<file path="src/rtl/pe_port_arbiter.sv">
// pe_port_arbiter
// Round-robin arbiter sharing one router injection port between NUM_IN
// PE-side requesters. One requester is granted per cycle; its flit is
// registered into a single-entry output stage that hands off to the router
// with a valid/ready handshake. Flits accepted by the router are counted.
//
// rst is asynchronous and active-low: it clears the output stage (a held
// flit is dropped, not counted), the round-robin pointer and the counter.

module pe_port_arbiter #(
    parameter int NUM_IN = 4,
    parameter int DATA_W = 32,
    parameter int SRC_W  = 2
) (
    input  logic                     clk,
    input  logic                     rst,
    input  logic [NUM_IN*DATA_W-1:0] i_data,
    input  logic [NUM_IN-1:0]        i_data_valid,
    output logic [NUM_IN-1:0]        o_data_ready,
    output logic [DATA_W-1:0]        o_data,
    output logic                     o_data_valid,
    output logic [SRC_W-1:0]         o_src,
    input  logic                     i_data_ready,
    output logic [31:0]              o_pkt_count
);

    localparam logic [SRC_W-1:0] SRC_ZERO = {SRC_W{1'b0}};
    localparam logic [SRC_W-1:0] SRC_ONE  = SRC_W'(32'd1);

    // Output stage and bookkeeping registers
    logic [DATA_W-1:0] data_r;
    logic              valid_r;
    logic [SRC_W-1:0]  src_r;
    logic [SRC_W-1:0]  ptr_r;
    logic [31:0]       pkt_count_r;

    // Combinational arbitration signals
    logic [DATA_W-1:0] flit_arr_s [NUM_IN];
    logic              load_en_s;
    logic              load_s;
    logic              drain_s;
    logic              any_valid_s;
    logic [SRC_W-1:0]  grant_idx_s;
    logic [SRC_W-1:0]  scan_sel_s;
    int                scan_idx_s;
    logic [SRC_W-1:0]  next_ptr_s;
    logic [DATA_W-1:0] sel_flit_s;

    // Split the packed requester bus into one flit per requester
    always_comb begin
        for (int k = 0; k < NUM_IN; k++) begin
            flit_arr_s[k] = i_data[k*DATA_W +: DATA_W];
        end
    end

    // The stage may take a new flit when it is empty or being drained now.
    // When the stage is empty this is 1 regardless of i_data_ready.
    always_comb begin
        load_en_s = ~valid_r | i_data_ready;
        drain_s   = valid_r & i_data_ready;
    end

    // Round-robin scan starting at ptr_r, wrapping modulo NUM_IN
    always_comb begin
        any_valid_s = 1'b0;
        grant_idx_s = SRC_ZERO;
        scan_idx_s  = 32'sd0;
        scan_sel_s  = SRC_ZERO;
        for (int i = 0; i < NUM_IN; i++) begin
            scan_idx_s = int'(ptr_r) + i;
            scan_idx_s = (scan_idx_s >= NUM_IN) ? (scan_idx_s - NUM_IN) : scan_idx_s;
            scan_sel_s = scan_idx_s[SRC_W-1:0];
            if (!any_valid_s && i_data_valid[scan_sel_s]) begin
                any_valid_s = 1'b1;
                grant_idx_s = scan_sel_s;
            end else begin
                any_valid_s = any_valid_s;
            end
        end
    end

    // Granted flit, load strobe and the pointer value after this grant
    always_comb begin
        sel_flit_s = flit_arr_s[grant_idx_s];
        load_s     = load_en_s & any_valid_s;
        if (int'(grant_idx_s) == (NUM_IN - 1)) begin
            next_ptr_s = SRC_ZERO;
        end else begin
            next_ptr_s = grant_idx_s + SRC_ONE;
        end
    end

    // One-hot ready towards the granted requester only
    always_comb begin
        o_data_ready = {NUM_IN{1'b0}};
        if (load_s) begin
            o_data_ready[grant_idx_s] = 1'b1;
        end else begin
            o_data_ready = {NUM_IN{1'b0}};
        end
    end

    // Output stage: load granted flit, empty on drain without refill, else hold
    always_ff @(posedge clk or negedge rst) begin
        if (!rst) begin
            data_r  <= {DATA_W{1'b0}};
            src_r   <= SRC_ZERO;
            valid_r <= 1'b0;
        end else if (load_s) begin
            data_r  <= sel_flit_s;
            src_r   <= grant_idx_s;
            valid_r <= 1'b1;
        end else if (load_en_s) begin
            valid_r <= 1'b0;
        end else begin
            valid_r <= valid_r;
        end
    end

    // Pointer moves past the winner only when a requester transfer happens
    always_ff @(posedge clk or negedge rst) begin
        if (!rst) begin
            ptr_r <= SRC_ZERO;
        end else if (load_s) begin
            ptr_r <= next_ptr_s;
        end else begin
            ptr_r <= ptr_r;
        end
    end

    // Count flits handed to the router; wraps naturally at 2^32
    always_ff @(posedge clk or negedge rst) begin
        if (!rst) begin
            pkt_count_r <= 32'd0;
        end else if (drain_s) begin
            pkt_count_r <= pkt_count_r + 32'd1;
        end else begin
            pkt_count_r <= pkt_count_r;
        end
    end

    assign o_data       = data_r;
    assign o_data_valid = valid_r;
    assign o_src        = src_r;
    assign o_pkt_count  = pkt_count_r;

endmodule

</file>
<file path="config.mk">
export PLATFORM = sky130hd
export DESIGN_NAME = pe_port_arbiter
export DESIGN_NICKNAME = d
export VERILOG_FILES = /design/src/rtl/pe_port_arbiter.sv
export SDC_FILE = /design/constraint.sdc
export NUM_CORES = 1
export LEC_CHECK = 0
export CAP_MARGIN = 20
export CELL_PAD_IN_SITES_DETAIL_PLACEMENT = 1
export CELL_PAD_IN_SITES_GLOBAL_PLACEMENT = 1
export CORE_MARGIN = 1.5
export CORE_UTILIZATION = 30
export DETAILED_ROUTE_END_ITERATION = 6
export HOLD_SLACK_MARGIN = 0.12
export PLACE_DENSITY = 0.79
export REMOVE_ABC_BUFFERS = 1
export SKIP_LAST_GASP = 1
export SYNTH_ARGS = -nofsm -noshare
export SYNTH_HDL_FRONTEND = slang
export SYNTH_SLANG_ARGS = --single-unit
</file>
<file path="constraint.sdc">
create_clock -name clk -period 3.34 [get_ports clk]
set_input_delay 1.002 -clock clk [delete_from_list [all_inputs] [get_ports clk]]
set_output_delay 1.002 -clock clk [all_outputs]
set_load 0.01 [all_outputs]
</file>
Word level (Yosys, flattened, before mapping):

Index checks and enable logic that the tools add are counted.

* bits in registers: 69
* input port bits: 135
* output and inout port bits: 71
* logic and storage cells: 68

* add/subtract/negate cells: 9
* order comparisons: 11
* equality and inequality tests: 1
* multiplexer cells: 29
* bitwise operators: 5
* reductions and logical operators: 8

Operator list (number)
* binary-select mux 32 bit (select 2 bit): 1
* 2-to-1 mux 32 bit: 2
* adder 32 x 1 -> 32 bit, second input constant: 1
* 2-to-1 mux 2 bit: 9
* < comparator 2 x 3 -> 1 bit, second input constant: 5
* greater-or-equal comparator 3 bit, second input constant: 4
* 2-to-1 mux 1 bit: 11
* binary-select mux 1 bit (select 2 bit): 4
* subtractor 2 x 1 -> 2 bit, second input constant: 4
* adder 2 x 2 -> 3 bit, second input constant: 2
* logical AND 1 bit: 4
* 2-to-1 mux 4 bit: 1
* adder 2 x 1 -> 3 bit, second input constant: 1
* greater-or-equal comparator 2 x 3 -> 1 bit, second input constant: 1
* zero test 1 bit: 3
* inverter 2 -> 3 bit: 1
* adder 2 x 1 -> 2 bit, second input constant: 1
* bitwise AND 1 bit: 2
* demux 1 bit (select 2 bit): 1
* == test 2 x 1 -> 1 bit, second input constant: 1
* greater-or-equal comparator 2 x 1 -> 1 bit, second input constant: 1
* nonzero test 2 bit: 1
* inverter 1 bit: 1
* bitwise OR 1 bit: 1

Depth between registers and ports, before layout:

Gate-level depths: netlist of run 1.

* depth after elaboration: 19
* gate-level depth with buffers: 8
* gate-level depth less buffers: 6

Worst setup path before layout of run 1:

Ideal clock, no wire load.

* kind: input port to output port
* start: in i_data_valid[2]
* end: out o_data_ready[1]
* arrival: 2.046 ns
* required time: 2.338 ns
* slack: 0.292 ns
* cell stages on the path: 7
* path buffers: 3
* cells stage by stage: mux2i_1 or2_1 buf_6 nand3_2 buf_6 buf_8 nor3_1

* longest elaborated chain between the ends: 17
* elaborated cells on any way between the ends: 29
* classes of those cells: order compare: 2; mux: 19; bitwise: 1; reduce/logical: 7

Ends and longest elaborated chain
* start, declared: line 18 `input logic [NUM_IN-1:0] i_data_valid,`
* binary-select mux 1 bit (select 2 bit): line 73 `if (!any_valid_s && i_data_valid[scan_sel_s]) begin`
* 2-to-1 mux 1 bit (implied by the code): line 73
* 2-to-1 mux 1 bit: line 73
* zero test 1 bit: line 73
* logical AND 1 bit: line 73
* 2-to-1 mux 1 bit: line 73
* zero test 1 bit: line 73
* logical AND 1 bit: line 73
* 2-to-1 mux 1 bit: line 73
* zero test 1 bit: line 73
* logical AND 1 bit: line 73
* 2-to-1 mux 2 bit: line 73
* < comparator 2 x 3 -> 1 bit (implied by the code) or greater-or-equal comparator 2 x 1 -> 1 bit (tied branches): line 97 `o_data_ready[grant_idx_s] = 1'b1;`
* logical AND 1 bit (implied by the code): line 97
* 2-to-1 mux 1 bit (implied by the code): line 97
* demux 1 bit (select 2 bit): line 97
* 2-to-1 mux 4 bit *: line 96 `if (load_s) begin`
* end, declared: line 19 `output logic [NUM_IN-1:0] o_data_ready,`

Every way passes the cells marked *; elsewhere a longest branch is shown, timed or not. The select of a mux whose other input is x is not followed.

Worst setup path in the final report of run 1:

* start: in i_data_valid[2]
* end: out o_data_ready[3]

Same word-level chain as after synthesis.

==> results by stage, run 1 <==
Placed design:
- Routability-driven placement finished with a final weighted congestion of around 0.81.
- The count of input and output buffers is 205.
- Detailed placement ended at an HPWL of 11.25 mm.
- Including well taps, the total number of placed cells is ~800.
- Before CTS, the worst setup slack after placement is -673.5 ps.

Setup path:
- The most numerous cell type found on the critical path is sky130_fd_sc_hd__clkdlybuf4s15_2.
- The kind of critical path is primary input to output port.
- STA classifies the critical path endpoint as an output port.
- The origin of the critical flop-to-flop path is ptr_r[1].
- In this run the critical register-to-register path is captured at o_data[22].
- The setup slack of the most critical reg-to-reg path is around 980 ps.
- The number of cell instances on the worst register-to-register path is 7.
- The maximum cell stage delay along the critical path is 230 ps.
- The startpoint type of the worst setup path is a primary input.
- For the worst setup path, the data arrival time is 2250 ps.
- The data required time of the worst path is approximately 2300 ps.
- The slowest cell on the critical path is sky130_fd_sc_hd__mux2i_2.
- The critical path goes through clkdlybuf4s15_2 -> mux2i_2 -> nor2_4 -> nor3_4 -> buf_4 -> and3_1 -> clkdlybuf4s15_2.
- Along the worst path, the maximum fanout reaches 5.

Floorplan:
- The count of boundary I/O pins is 206.
- The placeable core region is roughly 14,000 µm².
- The x dimension of the die is 122.4 µm.
- The die outline height is 122.4 µm.
- The floorplan has 43 rows.
- The die covers 14,970 µm².
- For this configuration, the core starts out at a cell density of 0.3079.

Clock tree:
- The insertion delay to the later sink of the worst-skew pair is 340 ps.
- The number of buffers on the longest clock path is 2.
- CTS saw 69 sinks.
- Clock-pin slew was measured on the worst setup and hold paths at ~60 ps.
- TritonCTS built the clock tree.
- The number of clock buffers added by TritonCTS is 9.
- The cell at the root of the clock tree is sky130_fd_sc_hd__clkbuf_16.
- The maximum level of the CTS H-tree is 3.

Layout:
- In the final layout, the share of cells above drive strength 1 is 0.1622.
- 0 antenna diodes ended up in the layout.
- The post-route non-filler standard cell count is 809.
- For this run, the post-layout net count is 760.
- The area growth from synthesis to final layout is 62.06%.

Hold path:
- The worst hold path depth is 1.
- The worst hold path belongs to the class register to register.
- The worst hold path terminates at o_pkt_count[31].
- The startpoint identified for the worst hold timing path is o_pkt_count[31].

Drt:
- After detailed routing, the average wire length per cell comes to 20.40 µm.
- The total wire length after detailed routing is about 17 mm.
- The detailed-route via count is between 4,000 and 5,000.
- The iteration-0 DRC count of the detailed router is 191.
- The per-cell via count in the routed design is 5.250.
- In this run the remaining antenna-violating nets after routing total 0.
- The first detailed-routing pass ran for 4 iterations.
- In the routed design, unresolved DRC markers number 0.

Global routing:
- Across every metal layer, demand over resource in global routing totals 0.2256.
- The via count of the first global-routing pass was 4,771.
- The final global-route overflow total is 0.
- The first global-routing pass estimated 25.80 mm of wire.
- The number of antenna violations at the first check in global routing is 0.
- Entering global routing, the biggest net connects 70 pins.

Power and ir drop:
- The power per unit of standard cell area is just under 600 nW/µm².
- The leakage component of the power is 2.996 nW.
- The largest vdd supply drop is 431.2 µV.

Synthesis:
- Summed over all instances, the cell type with the most area after synthesis is sky130_fd_sc_hd__dfrtp_1.
- By area the synthesized netlist is led by sky130_fd_sc_hd__dfrtp_1 (40%), sky130_fd_sc_hd__o211ai_2 (8.2%), sky130_fd_sc_hd__mux2i_1 (7.7%), sky130_fd_sc_hd__a21o_1 (6.0%), sky130_fd_sc_hd__o31ai_1 (5.6%).
- A synthesized cell averages about 10 µm².
- The mapped netlist covers 4274 µm².
- In the synthesized netlist, the number of instances is 417.
- The number of register bits inferred by synthesis is 69.
- Yosys printed 0 warnings.
- The count of distinct cell types in the synthesized netlist is 39.
- The share of the Yosys chip area taken by registers is 0.4040.
- The share of the synthesized area in the top cell type is 0.4040.

Flow run:
- The max-capacitance violation count is 0.

Timing:
- In this run the tightest slew margin relative to its limit is 0.3828.
- The worst hold slack is 469.3 ps.
- After layout, the worst setup slack is slightly below 90 ps.
- The final hold violation count is 0.
- Setup violations remaining at the end of the flow were counted as 0.
- The smallest clock period supported by the final layout is computed as 3253 ps.
- On the final layout, the worst clock skew is 7.857 ps.
- The number of slew-limit violations in the final report is 0.
- For the final routed database, the setup TNS stands at 0 ps.
- The final period utilization is 0.9739.
- Setup repair after global routing left no endpoint under its margin.
- At the pin with the least slew margin, the transition time is 925.8 ps.
- The maximum clock rate is 307.4 MHz.

Outcome:
- The run finished with clean final reports.
==> how the worst max path moves through the flow <==
stage	end	start	slack [ps]
floorplan	o_data_ready[1]	i_data_valid[2]	-830
global placement	o_data_ready[3]	i_data_valid[2]	-500
detailed placement	o_data_ready[2]	i_data_valid[2]	-670
CTS	o_data_ready[2]	i_data_valid[0]	-9
global route	o_data_ready[0]	i_data_ready	20
finish	o_data_ready[3]	i_data_valid[2]	90
==> power breakdown <==
part	switching, mW	leakage [nW]	internal, mW
registers	0.168	0.888	1.04
logic	0.868	1.95	0.906
clock network	0.374	0.153	0.654
==> stage by stage <==
stage,power [mW],utilization,area (µm²)
after CTS,4.048,0.4994,6932
after detailed placement,2.954,0.4703,6528
after floorplan,2.006,-,4059
after global routing,4.219,0.4990,6927
after global placement,2.874,0.4703,6528
final,4.012,0.4990,6927
==> logic make-up after synthesis <==
group / count (synthesis) / share of synthesized area
compound gates: 106 / 0.2160
xor+xnor: 32 / 0.06733
fa+ha+maj: 1 / 0.002927
buf+inv: 38 / 0.05211
flops: 69 / 0.4040
mux: 34 / 0.07992
simple gates: 137 / 0.1777
==> sequential cells by signal (all words and copies together), names as in the netlist <==
name / flops
o_data: 32
o_data_valid: 1
o_pkt_count: 32
o_src: 2
ptr_r: 2
==> cells in the mapped netlist (all sizes together) <==
| library cell | instances |
|---|---|
| nor2b | 1 |
| nand4 | 35 |
| a21o | 34 |
| ha | 1 |
| nor3 | 3 |
| o211ai | 32 |
| inv | 2 |
| o21ai | 3 |
| nand2 | 53 |
| buf | 19 |
| xor2 | 6 |
| nor2 | 8 |
| nor4 | 3 |
| clkbuf | 17 |
| o31ai | 32 |
| dfrtp | 69 |
| a21oi | 4 |
| nand2b | 2 |
| mux2i | 33 |
| xnor2 | 26 |
| and3 | 9 |
| a311oi | 1 |
| or2 | 3 |
| and2 | 2 |
| and4 | 3 |
| mux2 | 1 |
| nand3 | 15 |
==> metal layers <==
layer	routed length [µm]	vias to the layer above	part of all wire	global-route usage
li1	-	1966	-	-
met5	0	-	0	0
met3	1001	35	0.061	0.04786
met2	8099	142	0.49	0.3911
met1	6868	2104	0.42	0.2693
met4	531	0	0.032	0.09738
==> timing repair <==
action	CTS	global route
setup endpoints to repair	4	4
pin swaps	3	1
buffers inserted	5	0
gates resized for setup	27	10
hold buffers	0	0
==> worst max-delay path: cells and delay by family <==
family / cells / cell delay, ps
mux: 1 / 230
simple gates: 3 / 420
buf+inv: 3 / 600
==> cell usage in the layout (no fill, tap or decap), drive strengths merged, types with 3 or more instances in the layout <==
| cell type | netlist | final |
|---|---|---|
| and4 | 3 | 3 |
| o31ai | 32 | 32 |
| nor2 | 8 | 8 |
| xnor2 | 26 | 26 |
| a21oi | 4 | 4 |
| xor2 | 6 | 6 |
| dfrtp | 69 | 69 |
| or2 | 3 | 3 |
| nand3 | 15 | 15 |
| inv | 2 | 3 |
| clkdlybuf4s50 | 0 | 196 |
| nor4 | 3 | 3 |
| a21o | 34 | 34 |
| and3 | 9 | 9 |
| o211ai | 32 | 32 |
| o21ai | 3 | 3 |
| nand2 | 53 | 53 |
| mux2i | 33 | 33 |
| buf | 19 | 29 |
| nand4 | 35 | 35 |
| nor3 | 3 | 3 |
| clkbuf | 17 | 14 |
==> area by class of cell <==
class | count | area, µm²
well taps | 180 | 225.2
fillers | 1530 | 6954
inverters | 2 | 7.507
flip-flops and latches | 69 | 1727
clock inverters | 6 | 86.33
repair buffers | 232 | 2236
multi-input cells | 310 | 2416
clock buffers | 10 | 229.0
No activity file was read; power rests on OpenSTA's default activity.
==> inputs of run 2 (changes only) <==
Settings changed: CTS_CLUSTER_DIAMETER set to 100.
==> results of run 2 <==
Final layout, timing and power as in run 1 (identical DEF).
